## src/rtl/uart_pkg.sv

```systemverilog
// Shared constants and FSM encoding for the UART receive path.
package uart_pkg;

   localparam int unsigned CLKS_PER_BIT_DEF = 434;
   localparam int unsigned DATA_BITS_DEF    = 8;

   typedef enum logic [2:0] {
      StIdle,
      StStart,
      StData,
      StStop,
      StWaitHigh
   } rx_state_e;

endpackage

```

## src/rtl/sync_2ff.sv

```systemverilog
// Two-flop synchronizer for a single asynchronous level.
module sync_2ff #(
   parameter logic RESET_VAL = 1'b0
) (
   input  logic clk,
   input  logic reset_n,
   input  logic d_i,
   output logic q_o
);

   logic [1:0] sync_q;

   always_ff @(posedge clk or negedge reset_n) begin
      if (!reset_n) begin
         sync_q <= {2{RESET_VAL}};
      end else begin
         sync_q <= {sync_q[0], d_i};
      end
   end

   assign q_o = sync_q[1];

endmodule

```

## src/rtl/uart_rx_core.sv

```systemverilog
// 8N1 UART receiver with a one-byte holding register, level-edge ack and sticky error flags.
module uart_rx_core
   import uart_pkg::*;
#(
   parameter int unsigned CLKS_PER_BIT = CLKS_PER_BIT_DEF,
   parameter int unsigned DATA_BITS    = DATA_BITS_DEF
) (
   input  logic                 clk,
   input  logic                 reset_n,
   input  logic                 rxd,
   input  logic                 rx_read,
   output logic                 rx_valid,
   output logic [DATA_BITS-1:0] rx_data,
   output logic                 frame_err,
   output logic                 overrun
);

   localparam int unsigned CntW = $clog2(CLKS_PER_BIT);
   localparam int unsigned IdxW = $clog2(DATA_BITS);
   localparam logic [CntW-1:0] HalfReload = CntW'(CLKS_PER_BIT / 2 - 1);
   localparam logic [CntW-1:0] FullReload = CntW'(CLKS_PER_BIT - 1);
   localparam logic [IdxW-1:0] LastIdx    = IdxW'(DATA_BITS - 1);

   logic rxd_s, rd_s;

   sync_2ff #(.RESET_VAL(1'b1)) u_sync_rxd (
      .clk     (clk),
      .reset_n (reset_n),
      .d_i     (rxd),
      .q_o     (rxd_s)
   );

   sync_2ff #(.RESET_VAL(1'b0)) u_sync_read (
      .clk     (clk),
      .reset_n (reset_n),
      .d_i     (rx_read),
      .q_o     (rd_s)
   );

   // Ack edge detection is held off until the synchronizer and previous-value flop
   // carry real samples, so a level already high at reset release is not an edge.
   logic [1:0] warm_q, warm_d;
   logic       rd_prev_q;
   logic       ack;

   always_comb begin
      warm_d = (warm_q == 2'd3) ? warm_q : warm_q + 2'd1;
      ack    = (warm_q == 2'd3) && rd_s && !rd_prev_q;
   end

   always_ff @(posedge clk or negedge reset_n) begin
      if (!reset_n) begin
         warm_q    <= 2'd0;
         rd_prev_q <= 1'b0;
      end else begin
         warm_q    <= warm_d;
         rd_prev_q <= rd_s;
      end
   end

   rx_state_e            state_q, state_d;
   logic [CntW-1:0]      cnt_q, cnt_d;
   logic [IdxW-1:0]      idx_q, idx_d;
   logic [DATA_BITS-1:0] shift_q, shift_d;
   logic                 accept, stop_bad;

   always_comb begin
      state_d  = state_q;
      cnt_d    = cnt_q;
      idx_d    = idx_q;
      shift_d  = shift_q;
      accept   = 1'b0;
      stop_bad = 1'b0;
      unique case (state_q)
         StIdle: begin
            if (!rxd_s) begin
               state_d = StStart;
               cnt_d   = HalfReload;
            end
         end
         StStart: begin
            if (cnt_q != '0) begin
               cnt_d = cnt_q - CntW'(1);
            end else if (!rxd_s) begin
               state_d = StData;
               cnt_d   = FullReload;
               idx_d   = '0;
            end else begin
               state_d = StIdle;
            end
         end
         StData: begin
            if (cnt_q != '0) begin
               cnt_d = cnt_q - CntW'(1);
            end else begin
               shift_d[idx_q] = rxd_s;
               cnt_d          = FullReload;
               if (idx_q == LastIdx) begin
                  state_d = StStop;
               end else begin
                  idx_d = idx_q + IdxW'(1);
               end
            end
         end
         StStop: begin
            if (cnt_q != '0) begin
               cnt_d = cnt_q - CntW'(1);
            end else if (rxd_s) begin
               accept  = 1'b1;
               state_d = StIdle;
            end else begin
               stop_bad = 1'b1;
               state_d  = StWaitHigh;
            end
         end
         StWaitHigh: begin
            if (rxd_s) begin
               state_d = StIdle;
            end
         end
         default: state_d = StIdle;
      endcase
   end

   always_ff @(posedge clk or negedge reset_n) begin
      if (!reset_n) begin
         state_q <= StIdle;
         cnt_q   <= '0;
         idx_q   <= '0;
         shift_q <= '0;
      end else begin
         state_q <= state_d;
         cnt_q   <= cnt_d;
         idx_q   <= idx_d;
         shift_q <= shift_d;
      end
   end

   logic                 valid_q, valid_d;
   logic [DATA_BITS-1:0] data_q, data_d;
   logic                 ferr_q, ferr_d;
   logic                 ovr_q, ovr_d;

   // Ack clears first; a frame finishing in the same cycle then lands in the freed slot.
   always_comb begin
      valid_d = valid_q;
      data_d  = data_q;
      ferr_d  = ferr_q;
      ovr_d   = ovr_q;
      if (ack) begin
         valid_d = 1'b0;
         ferr_d  = 1'b0;
         ovr_d   = 1'b0;
      end
      if (accept) begin
         if (!valid_q || ack) begin
            data_d  = shift_q;
            valid_d = 1'b1;
         end else begin
            ovr_d = 1'b1;
         end
      end
      if (stop_bad) begin
         ferr_d = 1'b1;
      end
   end

   always_ff @(posedge clk or negedge reset_n) begin
      if (!reset_n) begin
         valid_q <= 1'b0;
         data_q  <= '0;
         ferr_q  <= 1'b0;
         ovr_q   <= 1'b0;
      end else begin
         valid_q <= valid_d;
         data_q  <= data_d;
         ferr_q  <= ferr_d;
         ovr_q   <= ovr_d;
      end
   end

   assign rx_valid  = valid_q;
   assign rx_data   = data_q;
   assign frame_err = ferr_q;
   assign overrun   = ovr_q;

endmodule

```

## config.mk

```make
export PLATFORM = sky130hd
export DESIGN_NAME = uart_rx_core
export DESIGN_NICKNAME = d
export VERILOG_FILES = /design/src/rtl/uart_pkg.sv /design/src/rtl/sync_2ff.sv /design/src/rtl/uart_rx_core.sv
export SDC_FILE = /design/constraint.sdc
export NUM_CORES = 1
export LEC_CHECK = 0
export ABC_AREA = 1
export CORE_AREA = 8 8 72 74
export CTS_CLUSTER_SIZE = 8
export DETAILED_ROUTE_END_ITERATION = 10
export DIE_AREA = 0 0 80 82
export PLACE_DENSITY_LB_ADDON = 0.05
export SLEW_MARGIN = 20
export SYNTH_ARGS = -nofsm -noshare
export SYNTH_HDL_FRONTEND = slang
export SYNTH_SLANG_ARGS = --single-unit
```

## constraint.sdc

```tcl
create_clock -name clk -period 1.61 [get_ports clk]
set_input_delay 0.4025 -clock clk [delete_from_list [all_inputs] [get_ports clk]]
set_output_delay 0.4025 -clock clk [all_outputs]
set_load 0.005 [all_outputs]
```

Word level (Yosys, flattened, before mapping)
Index checks and enable logic that the tools add are counted.
{"block": "word_totals", "ff_bits": 41, "inputBits": 4, "output_inout_bits": 11, "wordCells": 87}
{"block": "op_classes", "addsub": 3, "n_lt_le_gt_ge": 2, "n_eq_ne": 16, "mux": 37, "bitwise_logic": 1, "reduce_logical": 16}
{"cell": "$mux 9", "count": 5}
{"cell": "$pmux 9 s4", "count": 1}
{"cell": "$mux 3", "count": 11}
{"cell": "$ne 2x2->1 const B", "count": 8}
{"cell": "$mux 1", "count": 15}
{"cell": "$pmux 3 s5", "count": 1}
{"cell": "$reduce_bool 9->1", "count": 1}
{"cell": "$sub 9x1->9 const B", "count": 1}
{"cell": "$bwmux 8", "count": 1}
{"cell": "$eq 3x2->1 const B", "count": 2}
{"cell": "$eq 3x3->1 const B", "count": 2}
{"cell": "$pmux 3 s2", "count": 1}
{"cell": "$reduce_and 6->1", "count": 1}
{"cell": "$reduce_and 5->1", "count": 1}
{"cell": "$lt 3x4->1 const B", "count": 1}
{"cell": "$reduce_and 2->1", "count": 2}
{"cell": "$reduce_and 4->1", "count": 1}
{"cell": "$reduce_bool 2->1", "count": 2}
{"cell": "$reduce_bool 4->1", "count": 1}
{"cell": "$add 3x1->3 const B", "count": 1}
{"cell": "$demux 1 s3", "count": 1}
{"cell": "$eq 3x1->1 const B", "count": 1}
{"cell": "$ge 3x1->1 const B", "count": 1}
{"cell": "$logic_and 1x1->1", "count": 3}
{"cell": "other kinds (9)", "count": 10}

Logic depth before layout (Yosys ltp)
Gate-level depths: netlist of run 1.
{"block": "logic_depth", "word_depth": 6, "depth_mapped": 9, "depth_no_buf": 9}

Cells and area by module
A second synthesis of run 1 with hierarchy kept.
{"block": "unflattened", "hier_cells": 248, "area_unflattened_um2": 2069.5}
{"module": "uart_rx_core", "n_inst": 1, "cells_each": 244, "area_per_inst_um2": 1966.9, "seq_area_each_um2": 925.9}
{"module": "sync_2ff at u_sync_rxd", "n_inst": 1, "cells_each": 2, "area_per_inst_um2": 52.6, "seq_area_each_um2": 52.6}
{"module": "sync_2ff at u_sync_read", "n_inst": 1, "cells_each": 2, "area_per_inst_um2": 50.0, "seq_area_each_um2": 50.0}

Least setup slack after synthesis of run 1
OpenSTA, ideal clock, no wires.
{"block": "synth_timing", "path_type": "reg2reg", "from": "reg cnt_q[0]", "to": "reg data_q[0], in the netlist rx_data[0]", "setup_ps": 118, "arrival_time_ps": 1377, "required_ps": 1492, "path_slack_ps": 115, "path_stages_with_launch": 10, "n_path_buf": 0, "period_less_slack_ps": 1495, "cell_sequence": "dfrtp_1 -> inv_1 -> ha_1 -> nand2_2 -> nor2_8 -> nand2_4 -> clkinv_2 -> nand4_4 -> nand2_1 -> nand2_1"}
{"block": "synth_between", "elab_chain_len": 4}
{"element": "start, declared", "line_no": "uart_rx_core.sv:62", "text": "logic [CntW-1:0] cnt_q, cnt_d;"}
{"element": "start signal, assigned", "line_no": "uart_rx_core.sv:133", "text": "cnt_q <= cnt_d;"}
{"element": "$reduce_bool 9->1", "line_no": "uart_rx_core.sv:106", "text": "if (cnt_q != '0) begin"}
{"element": "$mux 1", "line_no": "uart_rx_core.sv:106"}
{"element": "$mux 1", "line_no": "uart_rx_core.sv:74", "text": "unique case (state_q)"}
{"element": "$reduce_and 2->1 (no line)"}
{"element": "end signal, assigned", "line_no": "uart_rx_core.sv:176", "text": "data_q <= data_d;"}
{"element": "end, declared", "line_no": "uart_rx_core.sv:140", "text": "logic [DATA_BITS-1:0] data_q, data_d;"}
Every way passes these cells.
A chain may end at the register's enable or synchronous reset.

Final worst setup path of run 1
{"block": "layout_timing", "from": "reg valid_q, in the netlist rx_valid", "to": "out rx_valid"}
{"element": "start, declared", "line_no": "uart_rx_core.sv:139", "text": "logic valid_q, valid_d;"}
{"element": "start signal, assigned", "line_no": "uart_rx_core.sv:175", "text": "valid_q <= valid_d;"}
{"element": "end, declared", "line_no": "uart_rx_core.sv:12", "text": "output logic rx_valid,"}
No word-level cell between the ends.

==> results.sh, run 1 <==
export IMPL_drt_pass_1_iters=4
export IMPL_floorplan_rows=24
export IMPL_timing_reg2reg_worst_path_depth=10
export IMPL_floorplan_initialDensity_pct=49.6
export IMPL_yosys_top_cells_area="dfrtp_1, nand2_1, nand3_1, inv_1, o21ai_0"
export IMPL_gpl_final_weighted_congestion=0.865
export IMPL_synth_compound_area_share_pct=5.78
export IMPL_via_count_of_the_first_global_routing_pass=1669
export IMPL_synthesis_area_per_instance_um2=8.19
export IMPL_route_antenna_remaining_nets=0
export IMPL_drt_first_iter_violations=114
export IMPL_grt_util_all_layers_pct=14.7
export IMPL_maxCapViolations=0
export IMPL_reg2reg_to="state_q[1]"
export IMPL_achievable_frequency_ghz=0.642
export IMPL_setup_viol=0
export IMPL_ys_flop_type="dfrtp_1"
export IMPL_synth_simple_gate_area_share_pct=34.4
export IMPL_tritoncts="yes"
export IMPL_syn_num_nets=259
export IMPL_synthToLayoutAreaGrowth_pct=25.4
export IMPL_finalHoldViolCount=0
export IMPL_drt_total_wl_um=4360
export IMPL_arrival_ps=1150
export IMPL_run_status="completed"
export IMPL_path_buf_inv=1
export IMPL_postPlaceCellArea_mm2=0.00235
export IMPL_async_flop_share_pct=100
export IMPL_path_class="reg2out"
export IMPL_grt_max_degree=42
export IMPL_netlist_area_pre_place_mm2=0.00206
export IMPL_area_of_the_core_region_mm2=0.00414
export IMPL_io_buffers=14
export IMPL_grt_remaining_overflow=0
export IMPL_grt_antenna_before_repair=0
export IMPL_yosys_register_bits=41
export IMPL_fillers=358
export IMPL_fp_dieArea_mm2=0.00656
export IMPL_crit_path_start_kind="flop"
export IMPL_floorplan_io_pins=15
export IMPL_timing_slew_headroom_pct=75.1
export IMPL_crit_path_cell_trace="clkdlybuf4s50_1"
export IMPL_clkSinkCount=41
export IMPL_synth_xor_xnor_area_share_pct=1.28
export IMPL_routed_via_count=1716
export IMPL_multiInputGateArea_um2=975
export IMPL_grt_first_pass_wirelength_um=7560
export IMPL_synth_top_family_by_area="simple AND/OR/NAND/NOR gates"
export IMPL_worst_clk_skew_ps=8.11
export IMPL_final_common_cell="nand2_1"
export IMPL_tritoncts_num_buffers=5
export IMPL_drt_wirelength_per_cell_um=12.8
export IMPL_clk_transition_reported_paths_ps=80
export IMPL_final_count_of_pins_violating_max_slew=0
export IMPL_cts_htree_levels=2
export IMPL_cp_max_fo=2
export IMPL_latest_clock_arrival_within_the_worst_skew_pair_ps=290
export IMPL_fin_nets=296
export IMPL_synthDistinctLibCells=27
export IMPL_post_synth_edffs=0
export IMPL_max_clock_path_buffers=2
export IMPL_syn_instance_count=251
export IMPL_crit_start="rx_valid"
export IMPL_design_power_total_uw=1790
export IMPL_min_delay_path_class="in2async"
export IMPL_final_layout_size_suffix_gt1_share_pct=18.7
export IMPL_critical_path_max_stage_delay_ps=510
export IMPL_commonest_cells_after_routing_fill_and_taps_aside="nand2_1, dfrtp_1, nand3_1"
export IMPL_synth_yosys_seq_area_share_pct=50.0
export IMPL_critPathSlowestCell="clkdlybuf4s50_1"
export IMPL_synth_warning_count=0
export IMPL_via_per_inst=5.03
export IMPL_final_period_minus_worst_setup_slack_ps=1560
export IMPL_insertedDiodeCount=0
export IMPL_post_route_drc_count=0
export IMPL_yosys_mux_area_fraction_pct=0.548
export IMPL_cp_required_ps=1210
export IMPL_critical_path_cell_count=1
export IMPL_worst_ir_drop_vdd_v=0.000452
export IMPL_worstSetupEndpoint="rx_valid"
export IMPL_end_kind="output pin"
export IMPL_post_synth_fa_ha_maj_area_fraction_pct=2.43
export IMPL_leakage_uw=0.00142
export IMPL_ff2ff_setup_slack_ps=70
export IMPL_measured_slew_at_the_worst_slew_check_pin_ps=374
export IMPL_final_period_utilization_pct=96.7
export IMPL_post_detailed_placement_half_perimeter_wirelength_um=3110
export IMPL_clk_root_buffer_cell="clkbuf_8"
export IMPL_design_area_mm2=0.00258
export IMPL_crit_reg2reg_launch="cnt_q[0]"
export IMPL_share_of_yosys_cell_area_claimed_by_the_top_area_cell_type_pct=47.5
export IMPL_powerDensity_mw_per_mm2=696
export IMPL_critical_path_top_delay_family="buffers and inverters"
export IMPL_ff_latch_area_mm2=0.00103
export IMPL_die_width_um=80
export IMPL_library_cell_occupying_the_most_area_in_the_post_synthesis_netlist="dfrtp_1"
export IMPL_fp_dieH_um=82
[repair_timing]
item / 4_1_cts / 5_1_grt
pin swaps: 4 / 4
gates resized for setup: 1 / 21
setup buffers: 3 / 3
endpoints found under the setup margin: 3 / 30
hold buffers: 0 / 0
[kinds of logic after synthesis]
family / after synthesis
xor gates and xnor gates: 3
muxes: 1
adders and majority gates: 4
AOI/OAI and AO/OA: 23
DFF: 41
buffers and inverters: 30
and+or+nand+nor: 149
[report_power, final]
part,internal [µW],leakage (µW),switching [µW],total (µW)
Clock,347,0.0000512,359,707
Sequential,1040,0.000530,4.11,1040
Combinational,15.7,0.000836,30.8,46.5
Total,1400,0.00142,394,1790
[per-layer routing]
metal	track usage, %	share of wire, %
met1	18.3	48
met2	23.9	46
met3	4.16	3.7
met4	4.91	1.4
met5	0	0
[area by class of cell]
type                       instances  area share, %
clock buffer                       6           3.20
multi-input combinational        180           37.8
sequential                        41           39.9
tap                               52           2.52
inverter                          27           4.08
timing repair buffer              33           12.0
clock inverter                     2          0.534
[stage by stage]
stage	instances	hold WS [ps]	util [%]	setup WS, ps	setup TNS [ps]
2_1_floorplan	251	107	-	115	0
3_3_place_gp	327	337	56.8	33.1	0
3_5_place_dp	327	346	56.8	10.0	0
4_1_cts	338	70.3	59.9	3.91	0
5_1_grt	341	75.5	62.2	-5.91	-14.0
6_report	341	58.8	62.2	53.5	0
[state kept, by name, indices dropped and copies added (netlist names)]
register	flops
rx_data	8
idx_q	3
u_sync_read.sync_q	2
rd_prev_q	1
u_sync_rxd.sync_q	2
frame_err	1
shift_q	8
overrun	1
cnt_q	9
rx_valid	1
warm_q	2
state_q	3
[synthesized netlist by cell type (2+ instances only)]
cell	number
dfstp_2	2
xor2_1	2
o21ai_1	2
inv_1	24
nand3_1	27
inv_2	2
nand2_1	77
nor2_1	21
o21ai_0	16
ha_1	4
nor2_2	4
nand4_1	11
nand2_2	2
clkbuf_1	3
a21oi_1	4
dfrtp_1	39
[worst min path at each step]
stage,startpoint,end,slack [ps],cells past startpoint
2_1_floorplan,reset_n,cnt_q[0],110,0
3_3_place_gp,u_sync_read.sync_q[0],u_sync_read.sync_q[1],340,0
3_5_place_dp,u_sync_read.sync_q[0],u_sync_read.sync_q[1],350,0
4_1_cts,reset_n,rx_data[0],70,2
5_1_grt,reset_n,warm_q[0],80,2
6_report,reset_n,cnt_q[0],60,2
Power figures use the tool's default switching activity.
==> inputs of run 2 (changes only) <==
--- a/config.mk
+++ b/config.mk
@@ -10,7 +10,9 @@
 export CTS_CLUSTER_SIZE = 8
 export DETAILED_ROUTE_END_ITERATION = 10
 export DIE_AREA = 0 0 80 82
+export GPL_TIMING_DRIVEN = 0
 export PLACE_DENSITY_LB_ADDON = 0.05
+export SETUP_SLACK_MARGIN = 0.15
 export SLEW_MARGIN = 20
 export SYNTH_ARGS = -nofsm -noshare
 export SYNTH_HDL_FRONTEND = slang
==> run 2 against run 1 <==
Against the previous run:
- worst hold slack got worse by 49 ps
- fmax decreased by 1.7%
- clock skew decreased by 2.6 ps
- via count increased by 3.1%
- combinational power increased by 7.5%
- sequential share of layout area decreased by 2.4 points
- global-route usage increased by 0.42 points
- first-iteration DRC count increased by 5.3%
- count of clock-buffer cells in the layout unchanged
- highest routed layer unchanged
- die area unchanged
- non-clock buffer count increased by 2
- sequential cell count unchanged
==> results.sh, run 2 (same netlist as run 1, synthesis figures left out) <==
export IMPL_clk_root_buffer_cell="clkbuf_8"
export IMPL_synthToLayoutAreaGrowth_pct=33.8
export IMPL_finalHoldViolCount=0
export IMPL_post_detailed_placement_half_perimeter_wirelength_um=3110
export IMPL_crit_path_start_kind="flop"
export IMPL_final_layout_size_suffix_gt1_share_pct=28.9
export IMPL_maxCapViolations=0
export IMPL_holdBufCountCts=0
export IMPL_grt_first_pass_wirelength_um=7870
export IMPL_measured_slew_at_the_worst_slew_check_pin_ps=414
export IMPL_area_of_the_core_region_mm2=0.00414
export IMPL_insertedDiodeCount=0
export IMPL_final_count_of_pins_violating_max_slew=0
export IMPL_fp_dieArea_mm2=0.00656
export IMPL_tritoncts_num_buffers=5
export IMPL_timing_slew_headroom_pct=72.4
export IMPL_fillers=344
export IMPL_layout_core_utilization_pct=66.4
export IMPL_largest_reg_flops=9
export IMPL_max_clock_path_buffers=2
export IMPL_worst_clk_skew_ps=5.49
export IMPL_die_width_um=80
export IMPL_grt_remaining_overflow=0
export IMPL_leakage_uw=0.00144
export IMPL_design_power_total_uw=1810
export IMPL_floorplan_rows=24
export IMPL_arrival_ps=1820
export IMPL_via_count_of_the_first_global_routing_pass=1720
export IMPL_final_common_cell="nand2_1"
export IMPL_min_delay_path_class="in2async"
export IMPL_grt_max_degree=27
export IMPL_timing_reg2reg_worst_path_depth=7
export IMPL_final_period_utilization_pct=98.4
export IMPL_achievable_frequency_ghz=0.631
export IMPL_rsz0062_at_grt="true"
export IMPL_reg2reg_to="rx_data[2]"
export IMPL_routed_via_count=1770
export IMPL_registers_top_by_ff_count="cnt_q"
export IMPL_clk_transition_reported_paths_ps=80
export IMPL_final_period_minus_worst_setup_slack_ps=1580
export IMPL_via_per_inst=5.16
export IMPL_drt_wirelength_per_cell_um=13.5
export IMPL_floorplan_initialDensity_pct=49.6
export IMPL_setup_viol=0
export IMPL_gpl_final_weighted_congestion=0.796
export IMPL_end_kind="flop"
export IMPL_grt_util_all_layers_pct=15.1
export IMPL_drt_total_wl_um=4620
export IMPL_clkSinkCount=41
export IMPL_run_status="completed"
export IMPL_ff2ff_setup_slack_ps=30
export IMPL_cp_max_fo=8
export IMPL_cp_required_ps=1850
export IMPL_latest_clock_arrival_within_the_worst_skew_pair_ps=300
export IMPL_post_route_drc_count=0
export IMPL_grt_antenna_before_repair=0
export IMPL_drt_pass_1_iters=4
export IMPL_worst_ir_drop_vdd_v=0.000455
export IMPL_drt_first_iter_violations=120
export IMPL_fin_nets=298
export IMPL_tritoncts="yes"
export IMPL_crit_reg2reg_launch="cnt_q[4]"
export IMPL_powerDensity_mw_per_mm2=658
export IMPL_io_buffers=14
export IMPL_floorplan_io_pins=15
export IMPL_fp_dieH_um=82
export IMPL_cts_htree_levels=2
export IMPL_commonest_cells_after_routing_fill_and_taps_aside="nand2_1, dfrtp_1, inv_1"
export IMPL_path_class="reg2reg"
export IMPL_route_antenna_remaining_nets=0
run 2: power breakdown:
part | total, µW | switching (µW) | internal, µW
logic | 50.0 | 33.8 | 16.1
registers | 1040 | 3.15 | 1040
clock network | 720 | 372 | 348
run 2: what timing repair did:
item,4_1_cts,5_1_grt
setup endpoints to repair,44,32
gates resized for setup,31,51
buffers inserted,10,7
gates cloned,0,0
pin swaps,8,16
run 2: worst max path at each step:
stage                                    start  depth (start not counted)  slack, ps    endpoint
after detailed placement  u_sync_rxd.sync_q[1]                          6        -70    cnt_q[0]
after CTS                             cnt_q[0]                          8         30  rx_data[5]
after floorplan                       cnt_q[0]                          9        150  shift_q[1]
after global placement                 reset_n                          1       -950   rd_prev_q
after global routing                  cnt_q[4]                          7        -60  rx_data[7]
final                                 cnt_q[4]                          7         30  rx_data[2]
run 2: metal layers:
metal | vias up | track usage (%) | routed length [µm]
met4 | 0 | 5.45 | 70
li1 | 896 | - | -
met5 | - | 0 | 0
met1 | 842 | 18.3 | 2080
met3 | 9 | 3.61 | 131
met2 | 23 | 25.6 | 2340
run 2: stage by stage:
step	setup TNS, ps	hold WS, ps	setup slack (ps)	area (µm²)	std cells
4_1_cts	0	10.3	30.2	2530	336
2_1_floorplan	0	107	153	2070	251
6_report	0	10.2	26.3	2750	343
5_1_grt	-347	32.6	-60.2	2750	343
3_5_place_dp	-587	338	-72.8	2290	318
3_3_place_gp	-38650	334	-949	2280	317
run 2: critical path, stage by stage, from the launching register on:
cell,delay [ps]
dfrtp_1,440
nor2_4,160
nand2_4,80
nor2_8,170
nand2_8,100
nor3_4,360
nand3_1,130
nand2_1,80
run 2: area by class of cell:
cell class	instances	area [µm²]	share of cell area, %
timing repair buffer	32	297	10.8
clock buffer	6	82.6	3.00
sequential	41	1030	37.4
tap	52	65.1	2.37
multi-input combinational	180	1130	41.2
clock inverter	2	13.8	0.500
inverter	27	113	4.09
buffer	3	17.5	0.637
